`config.mk`:
```
export PLATFORM = sky130hd
export DESIGN_NAME = pdm_capture
export DESIGN_NICKNAME = d
export VERILOG_FILES = /design/src/rtl/pdm_capture.sv
export SDC_FILE = /design/constraint.sdc
export NUM_CORES = 1
export LEC_CHECK = 0
export CAP_MARGIN = 20
export CORE_MARGIN = 2
export CORE_UTILIZATION = 60
export CTS_BUF_LIST = sky130_fd_sc_hd__clkbuf_2 sky130_fd_sc_hd__clkbuf_4 sky130_fd_sc_hd__clkbuf_8
export CTS_CLUSTER_SIZE = 14
export DETAILED_ROUTE_END_ITERATION = 7
export GPL_TIMING_DRIVEN = 0
export PLACE_DENSITY = 0.85
export RECOVER_POWER = 50
export SYNTH_ARGS = -nofsm -noshare
export SYNTH_HDL_FRONTEND = slang
export SYNTH_SLANG_ARGS = --single-unit
```
`constraint.sdc`:
```
create_clock -name clock_i -period 3.2 [get_ports clock_i]
set_input_delay 0.64 -clock clock_i [delete_from_list [all_inputs] [get_ports clock_i]]
set_output_delay 0.64 -clock clock_i [all_outputs]
set_load 0.05 [all_outputs]
```
`src/rtl/pdm_capture.sv`:
```
// PDM microphone front end: generates the PDM clock, samples the bitstream
// once per period and converts each WINDOW-bit block to a signed PCM sample.
module pdm_capture #(
    parameter int unsigned CLK_HALF = 25,
    parameter int unsigned WINDOW   = 128
) (
    input  logic        clock_i,
    input  logic        reset_i,
    input  logic        enable_i,
    output logic        done_o,
    output logic [15:0] data_o,
    output logic        pdm_clk_o,
    input  logic        pdm_data_i,
    output logic        pdm_lrsel_o
);

    localparam int unsigned DivW  = (CLK_HALF > 1) ? $clog2(CLK_HALF) : 1;
    localparam int unsigned CntW  = $clog2(WINDOW);
    localparam int unsigned OnesW = $clog2(WINDOW + 1);

    typedef enum logic [0:0] {StIdle, StRun} state_e;

    state_e             state_q, state_d;
    logic [DivW-1:0]    div_q, div_d;
    logic [CntW-1:0]    bit_cnt_q, bit_cnt_d;
    logic [OnesW-1:0]   ones_q, ones_d;
    logic               sync1_q, sync1_d;
    logic               sync2_q, sync2_d;
    logic               pdm_clk_q, pdm_clk_d;
    logic               done_q, done_d;
    logic [15:0]        data_q, data_d;

    logic               sample;
    logic [OnesW-1:0]   ones_inc;
    logic [15:0]        pcm;

    always_comb begin
        state_d   = state_q;
        div_d     = div_q;
        bit_cnt_d = bit_cnt_q;
        ones_d    = ones_q;
        pdm_clk_d = pdm_clk_q;
        data_d    = data_q;
        done_d    = 1'b0;
        sync1_d   = pdm_data_i;
        sync2_d   = sync1_q;
        sample    = 1'b0;
        ones_inc  = ones_q + OnesW'(sync2_q);
        // 2*ones - WINDOW, truncated to 16 bits gives the two's-complement sample
        pcm       = 16'(32'(ones_inc) * 32'd2 - 32'(WINDOW));

        unique case (state_q)
            StIdle: begin
                pdm_clk_d = 1'b0;
                div_d     = '0;
                bit_cnt_d = '0;
                ones_d    = '0;
                if (enable_i) begin
                    state_d = StRun;
                end
            end
            StRun: begin
                if (div_q == DivW'(CLK_HALF - 1)) begin
                    div_d     = '0;
                    pdm_clk_d = ~pdm_clk_q;
                    sample    = pdm_clk_q;
                end else begin
                    div_d = div_q + 1'b1;
                end

                if (sample) begin
                    if (bit_cnt_q == CntW'(WINDOW - 1)) begin
                        data_d    = pcm;
                        done_d    = 1'b1;
                        bit_cnt_d = '0;
                        ones_d    = '0;
                    end else begin
                        bit_cnt_d = bit_cnt_q + 1'b1;
                        ones_d    = ones_inc;
                    end
                end

                // A completing sample still lands; only partial windows are dropped.
                if (!enable_i) begin
                    state_d   = StIdle;
                    pdm_clk_d = 1'b0;
                    div_d     = '0;
                    bit_cnt_d = '0;
                    ones_d    = '0;
                end
            end
            default: state_d = StIdle;
        endcase
    end

    always_ff @(posedge clock_i) begin
        if (reset_i) begin
            state_q   <= StIdle;
            div_q     <= '0;
            bit_cnt_q <= '0;
            ones_q    <= '0;
            sync1_q   <= 1'b0;
            sync2_q   <= 1'b0;
            pdm_clk_q <= 1'b0;
            done_q    <= 1'b0;
            data_q    <= 16'h0000;
        end else begin
            state_q   <= state_d;
            div_q     <= div_d;
            bit_cnt_q <= bit_cnt_d;
            ones_q    <= ones_d;
            sync1_q   <= sync1_d;
            sync2_q   <= sync2_d;
            pdm_clk_q <= pdm_clk_d;
            done_q    <= done_d;
            data_q    <= data_d;
        end
    end

    assign done_o      = done_q;
    assign data_o      = data_q;
    assign pdm_clk_o   = pdm_clk_q;
    assign pdm_lrsel_o = 1'b0;

endmodule

```
==> results of run 1 <==
## layout by cell type (no fill, tap or decap), drive strengths merged, types with 2 or more instances in the layout
cell type	count
clkdlybuf4s50	19
clkbuf	11
xor2	8
nand4	3
inv	5
nor2b	3
dfxtp	34
nor4	2
ha	6
a311oi	2
a21oi	4
mux2i	5
a31o	3
buf	9
o21ai	5
and3	4
nor2	23
or4	2
nand2	13
xnor2	4
a22oi	4
a211oi	3
conb	2
nand3	9
## worst max-delay path: stages, from the launching register on
cell and delay, ns:
dfxtp_1 0.35, inv_1 0.07, ha_1 0.16, nand4b_1 0.25, nor4_1 1.18, buf_6 0.25, mux2i_1 0.19, nor2_1 0.05
## final cells by class
type | count | area (µm²) | share of cell area, %
multi-input combinational | 118 | 758 | 41.3
buffer | 14 | 90.1 | 4.90
sequential | 34 | 681 | 37.1
inverter | 5 | 18.8 | 1.02
timing repair buffer | 20 | 200 | 10.9
clock buffer | 6 | 51.3 | 2.79
tap | 30 | 37.5 | 2.04
## through the flow
step                instance area (µm²)  instances
finish                             1840        227
global route                       1840        227
floorplan                          1570        171
CTS                                1860        227
detailed placement                 1810        221
global placement                   1810        221
## state kept, by name (all words and copies together) (netlist names)
signal     count
sync2_q        1
done_o         1
div_q          5
bit_cnt_q      7
ones_q         8
state_q        1
data_o         9
pdm_clk_o      1
sync1_q        1
## final timing paths
path | cells past startpoint | end | start
worst max register to register | 7 | data_o[1] | div_q[0]
worst min register to register | 1 | sync2_q | sync1_q
worst min-delay path | 1 | sync2_q | sync1_q
worst max-delay path | 7 | data_o[1] | div_q[0]
## synthesized netlist by cell type, types with 2 or more instances
master and instances:
nor2_1 23, nor2b_1 3, a21oi_1 4, dfxtp_1 34, ha_1 6, nand3_1 8
and3_1 4, nand2_1 13, a31o_2 3, mux2i_1 5, nand4_1 3, buf_4 8
a211oi_1 3, xor2_1 8, or4_1 2, clkbuf_1 4, o21ai_0 5, a311oi_1 2
a22oi_1 4, xnor2_1 4, inv_1 5
## kinds of logic after synthesis
| group | after synthesis | synth area share, % |
|---|---|---|
| and+or+nand+nor | 67 | 23.2 |
| DFF | 34 | 43.5 |
| AOI/OAI and AO/OA | 26 | 11.4 |
| buffers and inverters | 19 | 7.03 |
| xor gates and xnor gates | 12 | 6.71 |
| adders and majority gates | 6 | 4.79 |
| muxes | 5 | 3.20 |
| other | 1 | 0.239 |
## metal layers
metal / part of all wire [%] / global-route usage, %
met3: 4.4 / 7.26
met1: 45 / 25.7
met5: 0 / 0
met4: 0.82 / 6.50
met2: 50 / 39.3
## power by group through the flow
stage	sequential, mW	combinational, mW	clock (mW)
finish	0.426	0.0200	0.232
floorplan	0.436	0.0139	0
global placement	0.436	0.0200	0
global route	0.427	0.0219	0.254
detailed placement	0.436	0.0204	0
CTS	0.426	0.0205	0.239
==> impl_metrics.py, run 1 <==
metrics = {
    "detailed_routing": {
        "drt_iter0_drc": 67,
        "drt-total-wl_um": 3060,
        "dr.pass1.iters": 4,
        "drc": 0,
        "wl_per_cell_um": 13.5,
        "via_per_inst": 5.61,
        "ant_nets": 0,
        "routed-via-count": 1274,
    },
    "pwr": {
        "leakage_nw": 0.654,
        "power_frac_comb_pct": 3.0,
        "power.density_mw_per_mm2": 369,
        "vdd_drop_max_mv": 0.414,
        "internal-power_uw": 531,
        "sw_frac_of_total_pct": 21.7,
        "finalPower_uw": 678,
        "switching_power_uw": 147,
        "power_frac_clock_pct": 34.2,
        "seqPwrFrac_pct": 62.9,
    },
    "critical_path": {
        "reg2reg_slack_ns": 0.59,
        "crit_fanout": 10,
        "crit_required_ns": 3.41,
        "criticalPathCategory": "flip-flop to flip-flop",
        "cp.arrival_ns": 2.83,
        "crit_path_start_kind": "flip-flop",
        "crit_path_end_kind": "flip-flop",
    },
    "place": {
        "port_buffers": 20,
        "dpl_worst_slack_ns": 1.10,
        "gp_congestion": 0.856,
        "dpl.hpwl_um": 2320,
    },
    "die": {
        "die_w_um": 55.1,
        "core_mm2": 0.00248,
        "row_count": 18,
        "boundaryPins": 23,
        "die_h_um": 55.1,
        "start_util_pct": 63.2,
        "die_area_mm2": 0.00304,
    },
    "yosys": {
        "yosys_most_used_dff": "dfxtp_1",
        "synth_cells": 170,
        "synth-edff-count": 0,
        "yosys_warnings": 0,
        "synth_largest_area_cell": "dfxtp_1",
        "yosysTopAreaCellShare_pct": 43.5,
        "yosys-top-cells-area": "dfxtp_1 43%, nor2_1 5.5%, ha_1 4.8%",
        "synthArstFlopShare_pct": 0,
        "synth_area_mm2": 0.00157,
        "post_synth_num_cell_types": 40,
        "ys_seq_elements": 34,
        "avgSynthCellArea_um2": 9.21,
        "seq_area_frac_synth_pct": 43.5,
    },
    "clocking": {
        "post_cts_resized": 0,
        "clkSlewWorstSetupHoldPaths_ns": 0.09,
        "clock_latency_ns": 0.33,
        "cts_setup_buffers": 0,
        "clock_sinks": 34,
        "clock_path_buffers": 2,
        "cts_tree": "built",
        "htreeDepth": 2,
        "numCtsBuffers": 5,
        "root_buffer": "clkbuf_4",
        "cts_hold_buf": 0,
    },
    "cells_and_area": {
        "finish.utilization_pct": 74.1,
        "drive_gt1_share_pct": 10.2,
        "num-nets-final": 208,
        "syn_to_final_growth_pct": 17.3,
        "nFillCells": 190,
        "diodes": 0,
    },
    "timing": {
        "finalCriticalPeriod_ns": 2.61,
        "hold_slack_ns": 0.463,
        "finalHoldViolCount": 0,
        "setup_viol": 0,
        "layout_setup_ws_ns": 0.586,
        "rsz0062_at_grt": "false",
        "fmax_mhz": 383,
        "slew_headroom_pct": 6.59,
        "slew_viol_final": 0,
        "clock_skew_ns": 0.00531,
        "tightest_slew_ns": 1.39,
        "fin_crit_sh_pct": 81.7,
        "tns_ns": 0,
    },
    "global_route": {
        "grt_pass1_wl_um": 4740,
        "grt_pass1_vias": 1140,
        "grt_max_degree": 11,
        "antenna_found_initial": 0,
        "grt_use_total_pct": 22.3,
        "grt-ovfl-total": 0,
    },
    "run": {
        "maxCapViolations": 0,
    },
    "run_status": {
        "status": "finished clean",
    },
    "hold_path": {
        "hold_path.class": "flip-flop to flip-flop",
    },
}
Note: power is estimated with default switching activity, not from simulation.
==> run 2: changes to the inputs <==
--- a/config.mk
+++ b/config.mk
@@ -7,12 +7,12 @@
 export LEC_CHECK = 0
 export CAP_MARGIN = 20
 export CORE_MARGIN = 2
-export CORE_UTILIZATION = 60
+export CORE_UTILIZATION = 50
 export CTS_BUF_LIST = sky130_fd_sc_hd__clkbuf_2 sky130_fd_sc_hd__clkbuf_4 sky130_fd_sc_hd__clkbuf_8
 export CTS_CLUSTER_SIZE = 14
 export DETAILED_ROUTE_END_ITERATION = 7
 export GPL_TIMING_DRIVEN = 0
-export PLACE_DENSITY = 0.85
+export PLACE_DENSITY = 0.75
 export RECOVER_POWER = 50
 export SYNTH_ARGS = -nofsm -noshare
 export SYNTH_HDL_FRONTEND = slang
==> constraint.sdc (replaced) <==
create_clock -name clock_i -period 2.1 [get_ports clock_i]
set_input_delay 0.42 -clock clock_i [delete_from_list [all_inputs] [get_ports clock_i]]
set_output_delay 0.42 -clock clock_i [all_outputs]
set_load 0.05 [all_outputs]
==> run 2 against run 1 <==
Register-to-register slack got worse by 0.42 ns; largest power group unchanged; largest cell class unchanged; highest routed layer unchanged; sequential power increased by 53%; utilization decreased by 13 points; die area increased by 18%.
==> impl_metrics.py, run 2 (synthesis gave the netlist of run 1 again) <==
metrics = {
    "run_status": {
        "status": "finished clean",
    },
    "timing": {
        "finalHoldViolCount": 0,
        "fin_crit_sh_pct": 92.5,
        "rsz0062_at_grt": "false",
        "fmax_mhz": 515,
        "setup_viol": 0,
        "slew_viol_final": 0,
        "tightest_slew_ns": 0.818,
        "slew_headroom_pct": 45.1,
        "tns_ns": 0,
        "clock_skew_ns": 0.00346,
        "finalCriticalPeriod_ns": 1.94,
    },
    "place": {
        "gp_congestion": 0.806,
        "postPlaceCellArea_mm2": 0.00183,
        "port_buffers": 20,
        "dpl.hpwl_um": 2190,
        "placed_cells": 235,
    },
    "detailed_routing": {
        "ant_nets": 0,
        "drt-total-wl_um": 3040,
        "via_per_inst": 5.12,
        "dr.pass1.iters": 4,
        "drc": 0,
        "wl_per_cell_um": 12.6,
        "drt_iter0_drc": 49,
        "routed-via-count": 1233,
    },
    "critical_path": {
        "critPathBufInv": 1,
        "cp_num_cells": 1,
        "crit_required_ns": 1.68,
        "cp.arrival_ns": 1.52,
        "crit_path_start_kind": "flip-flop",
        "crit_fanout": 2,
        "cp_top_family": "buffers and inverters",
        "path_cells": "dlygate4sd3_1",
        "max_stage_delay_ns": 0.87,
        "crit_path_end_kind": "output pin",
        "rr_worst_depth": 6,
        "cpMaxStageDelayCell": "dlygate4sd3_1",
        "criticalPathCategory": "flip-flop to output pin",
        "reg2reg_slack_ns": 0.17,
    },
    "die": {
        "die_area_mm2": 0.00360,
        "boundaryPins": 23,
        "row_count": 20,
        "die_h_um": 60.0,
        "start_util_pct": 51.7,
        "die_w_um": 60.0,
        "core_mm2": 0.00303,
    },
    "clocking": {
        "clock_path_buffers": 2,
        "cts_hold_buf": 0,
        "htreeDepth": 2,
        "cts_tree": "built",
        "numCtsBuffers": 5,
        "clock_sinks": 34,
        "clkSlewWorstSetupHoldPaths_ns": 0.09,
        "clock_latency_ns": 0.33,
        "root_buffer": "clkbuf_4",
    },
    "cells_and_area": {
        "layout_common_cells": "34 x dfxtp_1, 23 x nor2_1, 13 x nand2_1",
        "finish.utilization_pct": 61.5,
        "num-nets-final": 208,
        "diodes": 0,
        "drive_gt1_share_pct": 11.2,
        "fin_area_mm2": 0.00186,
        "fin_cells": 241,
        "layout_commonest_cell": "dfxtp_1",
        "largest_reg_flops": 9,
        "syn_to_final_growth_pct": 18.9,
    },
    "pwr": {
        "vdd_drop_max_mv": 0.417,
        "leakage_nw": 0.709,
        "power.density_mw_per_mm2": 553,
    },
    "global_route": {
        "antenna_found_initial": 0,
        "grt_pass1_vias": 1117,
        "grt_pass1_wl_um": 4910,
        "grt_max_degree": 11,
        "grt_use_total_pct": 18.7,
        "grt-ovfl-total": 0,
    },
    "run": {
        "maxCapViolations": 0,
    },
    "hold_path": {
        "holdPathStages": 1,
        "hold_path.class": "flip-flop to flip-flop",
    },
}
-- run 2: routing by layer --
layer,vias to the layer above,GRT usage [%],share of wire (%)
met1,561,23.6,46
met3,6,7.14,4.6
met5,-,0,0
met2,23,29.2,48
met4,0,6.67,1.5
li1,643,-,-
-- run 2: worst paths after layout --
kind	start	endpoint
worst max-delay path	data_o[6]	data_o[6]
worst max register to register	bit_cnt_q[0]	data_o[1]
worst min-delay path	sync1_q	sync2_q
worst min register to register	sync1_q	sync2_q
-- run 2: timing repair --
| action | 4_1_cts | 5_1_grt |
|---|---|---|
| gates resized for setup | 6 | 1 |
| cloned | 0 | 0 |
| hold endpoints to repair | 0 | 0 |
| endpoints found under the setup margin | 6 | 1 |
| setup buffers | 0 | 0 |
-- run 2: metrics by stage --
| stage | hold WS [ns] | setup slack, ns | total power [mW] |
|---|---|---|---|
| 6_report | 0.457 | 0.157 | 1.03 |
| 5_1_grt | 0.480 | 0.0390 | 1.08 |
| 4_1_cts | 0.464 | 0.0342 | 1.04 |
| 3_5_place_dp | 0.443 | 0.189 | 0.696 |
| 3_3_place_gp | 0.427 | 0.199 | 0.695 |
| 2_1_floorplan | 0.414 | 0.277 | 0.685 |
-- run 2: report_power, final --
part           internal (mW)  switching (mW)  total (mW)
Clock                  0.151           0.198       0.349
Sequential             0.648         0.00201       0.650
Combinational         0.0111          0.0201      0.0312
-- run 2: cell type report --
cell class | instances | area, µm²
fill | 267 | 1170
multi-input combinational | 118 | 779
sequential | 34 | 681
timing repair buffer | 20 | 186
buffer | 14 | 90.1
tap | 44 | 55.1
clock buffer | 6 | 51.3
inverter | 5 | 18.8
==> run 3: changes to the inputs <==
--- a/config.mk
+++ b/config.mk
@@ -7,13 +7,15 @@
 export LEC_CHECK = 0
 export CAP_MARGIN = 20
 export CORE_MARGIN = 2
-export CORE_UTILIZATION = 50
+export CORE_UTILIZATION = 58
 export CTS_BUF_LIST = sky130_fd_sc_hd__clkbuf_2 sky130_fd_sc_hd__clkbuf_4 sky130_fd_sc_hd__clkbuf_8
 export CTS_CLUSTER_SIZE = 14
 export DETAILED_ROUTE_END_ITERATION = 7
+export DONT_BUFFER_PORTS = 1
 export GPL_TIMING_DRIVEN = 0
-export PLACE_DENSITY = 0.75
+export PLACE_DENSITY = 0.74
 export RECOVER_POWER = 50
+export SLEW_MARGIN = 20
 export SYNTH_ARGS = -nofsm -noshare
 export SYNTH_HDL_FRONTEND = slang
 export SYNTH_SLANG_ARGS = --single-unit
==> run 3 against run 2 <==
Utilization increased by 7.0 points; highest routed layer unchanged; setup slack worse by 0.0017 ns; via count fell by 2.8%; combinational power is 20% lower; critical path depth is 5 higher.
==> impl_metrics.py, run 3 (synthesis gave the netlist of run 1 again) <==
metrics = {
    "run_status": {
        "status": "finished clean",
    },
    "timing": {
        "finalCriticalPeriod_ns": 1.94,
        "tightest_slew_ns": 0.661,
        "slew_headroom_pct": 55.9,
        "rsz0062_at_grt": "false",
        "fmax_mhz": 514,
        "finalHoldViolCount": 0,
        "fin_crit_sh_pct": 92.6,
        "tns_ns": 0,
        "clock_skew_ns": 0.00878,
        "setup_viol": 0,
        "layout_setup_ws_ns": 0.156,
        "slew_viol_final": 0,
    },
    "critical_path": {
        "rr_worst_depth": 6,
        "crit_required_ns": 2.34,
        "cp.arrival_ns": 2.18,
        "crit_path_end_kind": "flip-flop",
        "r2r-end": "data_o[1]",
        "crit_path_start_kind": "flip-flop",
        "criticalPathCategory": "flip-flop to flip-flop",
        "crit_fanout": 10,
        "reg2reg_slack_ns": 0.16,
        "reg2reg_from": "bit_cnt_q[0]",
    },
    "clocking": {
        "post_cts_resized": 0,
        "clock_latency_ns": 0.35,
        "clock_path_buffers": 2,
        "cts_hold_buf": 0,
        "clock_sinks": 34,
        "cts_tree": "built",
        "clkSlewWorstSetupHoldPaths_ns": 0.11,
        "htreeDepth": 2,
        "numCtsBuffers": 5,
        "cts_setup_buffers": 0,
        "root_buffer": "clkbuf_4",
    },
    "global_route": {
        "antenna_found_initial": 0,
        "grt_pass1_vias": 1088,
        "grt_max_degree": 12,
        "grt_use_total_pct": 20.0,
        "grt-ovfl-total": 0,
        "grt_pass1_wl_um": 4840,
    },
    "cells_and_area": {
        "largest_reg_flops": 9,
        "layout_commonest_cell": "dfxtp_1",
        "layout_common_cells": "33 x dfxtp_1, 23 x nor2_1, 13 x nand2_1",
        "drive_gt1_share_pct": 15.1,
        "nFillCells": 198,
        "num-nets-final": 188,
        "diodes": 0,
        "syn_to_final_growth_pct": 10.2,
    },
    "hold_path": {
        "hold_start": "reset_i",
        "hold_end": "state_q",
        "holdPathStages": 1,
        "hold_path.class": "input port to flip-flop",
    },
    "run": {
        "maxCapViolations": 0,
    },
    "place": {
        "gp_congestion": 0.784,
        "port_buffers": 0,
        "dpl.hpwl_um": 2050,
        "dpl_worst_slack_ns": 0.0285,
    },
    "detailed_routing": {
        "wl_per_cell_um": 13.9,
        "routed-via-count": 1199,
        "via_per_inst": 5.74,
        "drc": 0,
        "drt-total-wl_um": 2910,
        "ant_nets": 0,
        "drt_iter0_drc": 42,
        "dr.pass1.iters": 4,
    },
    "die": {
        "row_count": 18,
        "core_mm2": 0.00252,
        "die_area_mm2": 0.00313,
        "die_h_um": 56.0,
        "boundaryPins": 23,
        "die_w_um": 56.0,
        "start_util_pct": 62.1,
    },
    "pwr": {
        "vdd_drop_max_mv": 0.659,
        "leakage_nw": 0.638,
        "power.density_mw_per_mm2": 758,
    },
}
## run 3: worst max path at each step
stage,depth (start not counted),startpoint,endpoint,slack (ns)
6_report,6,bit_cnt_q[0],data_o[1],0.16
2_1_floorplan,6,pdm_clk_o,data_o[1],0.28
5_1_grt,6,bit_cnt_q[0],data_o[3],0.01
3_3_place_gp,6,pdm_clk_o,data_o[1],0.02
3_5_place_dp,6,pdm_clk_o,data_o[1],0.03
4_1_cts,6,pdm_clk_o,data_o[1],0.02
## run 3: metrics by stage
step / util (%) / hold slack (ns) / instance area, µm² / std cells / power (mW)
finish: 68.5 / 0.140 / 1730 / 209 / 1.31
global route: 68.5 / 0.126 / 1730 / 209 / 1.34
CTS: 68.2 / 0.134 / 1720 / 209 / 1.32
detailed placement: 63.7 / 0.436 / 1610 / 201 / 0.689
global placement: 63.7 / 0.431 / 1610 / 201 / 0.689
floorplan: - / 0.414 / 1570 / 171 / 0.685
## run 3: area by class of cell
type | instances | area, µm² | share of cell area, %
plain buffers | 14 | 91.3 | 5.29
multi-input cells | 118 | 786 | 45.5
well taps | 30 | 37.5 | 2.17
inverters | 5 | 18.8 | 1.09
flip-flops and latches | 34 | 682 | 39.5
clock inverters | 2 | 60.1 | 3.48
clock buffers | 6 | 51.3 | 2.97
## run 3: worst max-delay path, stage by stage, from the launching register on
cell	delay (ns)
dfxtp_1	0.39
ha_1	0.29
nand2_1	0.16
nor4_4	0.54
buf_6	0.21
mux2i_1	0.18
nor2_1	0.06
## run 3: power breakdown
part           internal, mW  switching, mW  total (mW)
logic               0.00692         0.0180      0.0250
clock network         0.403          0.230       0.633
registers             0.648        0.00220       0.650
## run 3: per-layer routing
layer	vias up	share of wire (%)	GRT usage [%]
li1	603	-	-
met2	33	46	30.9
met1	555	46	24.9
met5	-	0	0
met4	0	2.3	11.2
met3	8	5.8	6.05
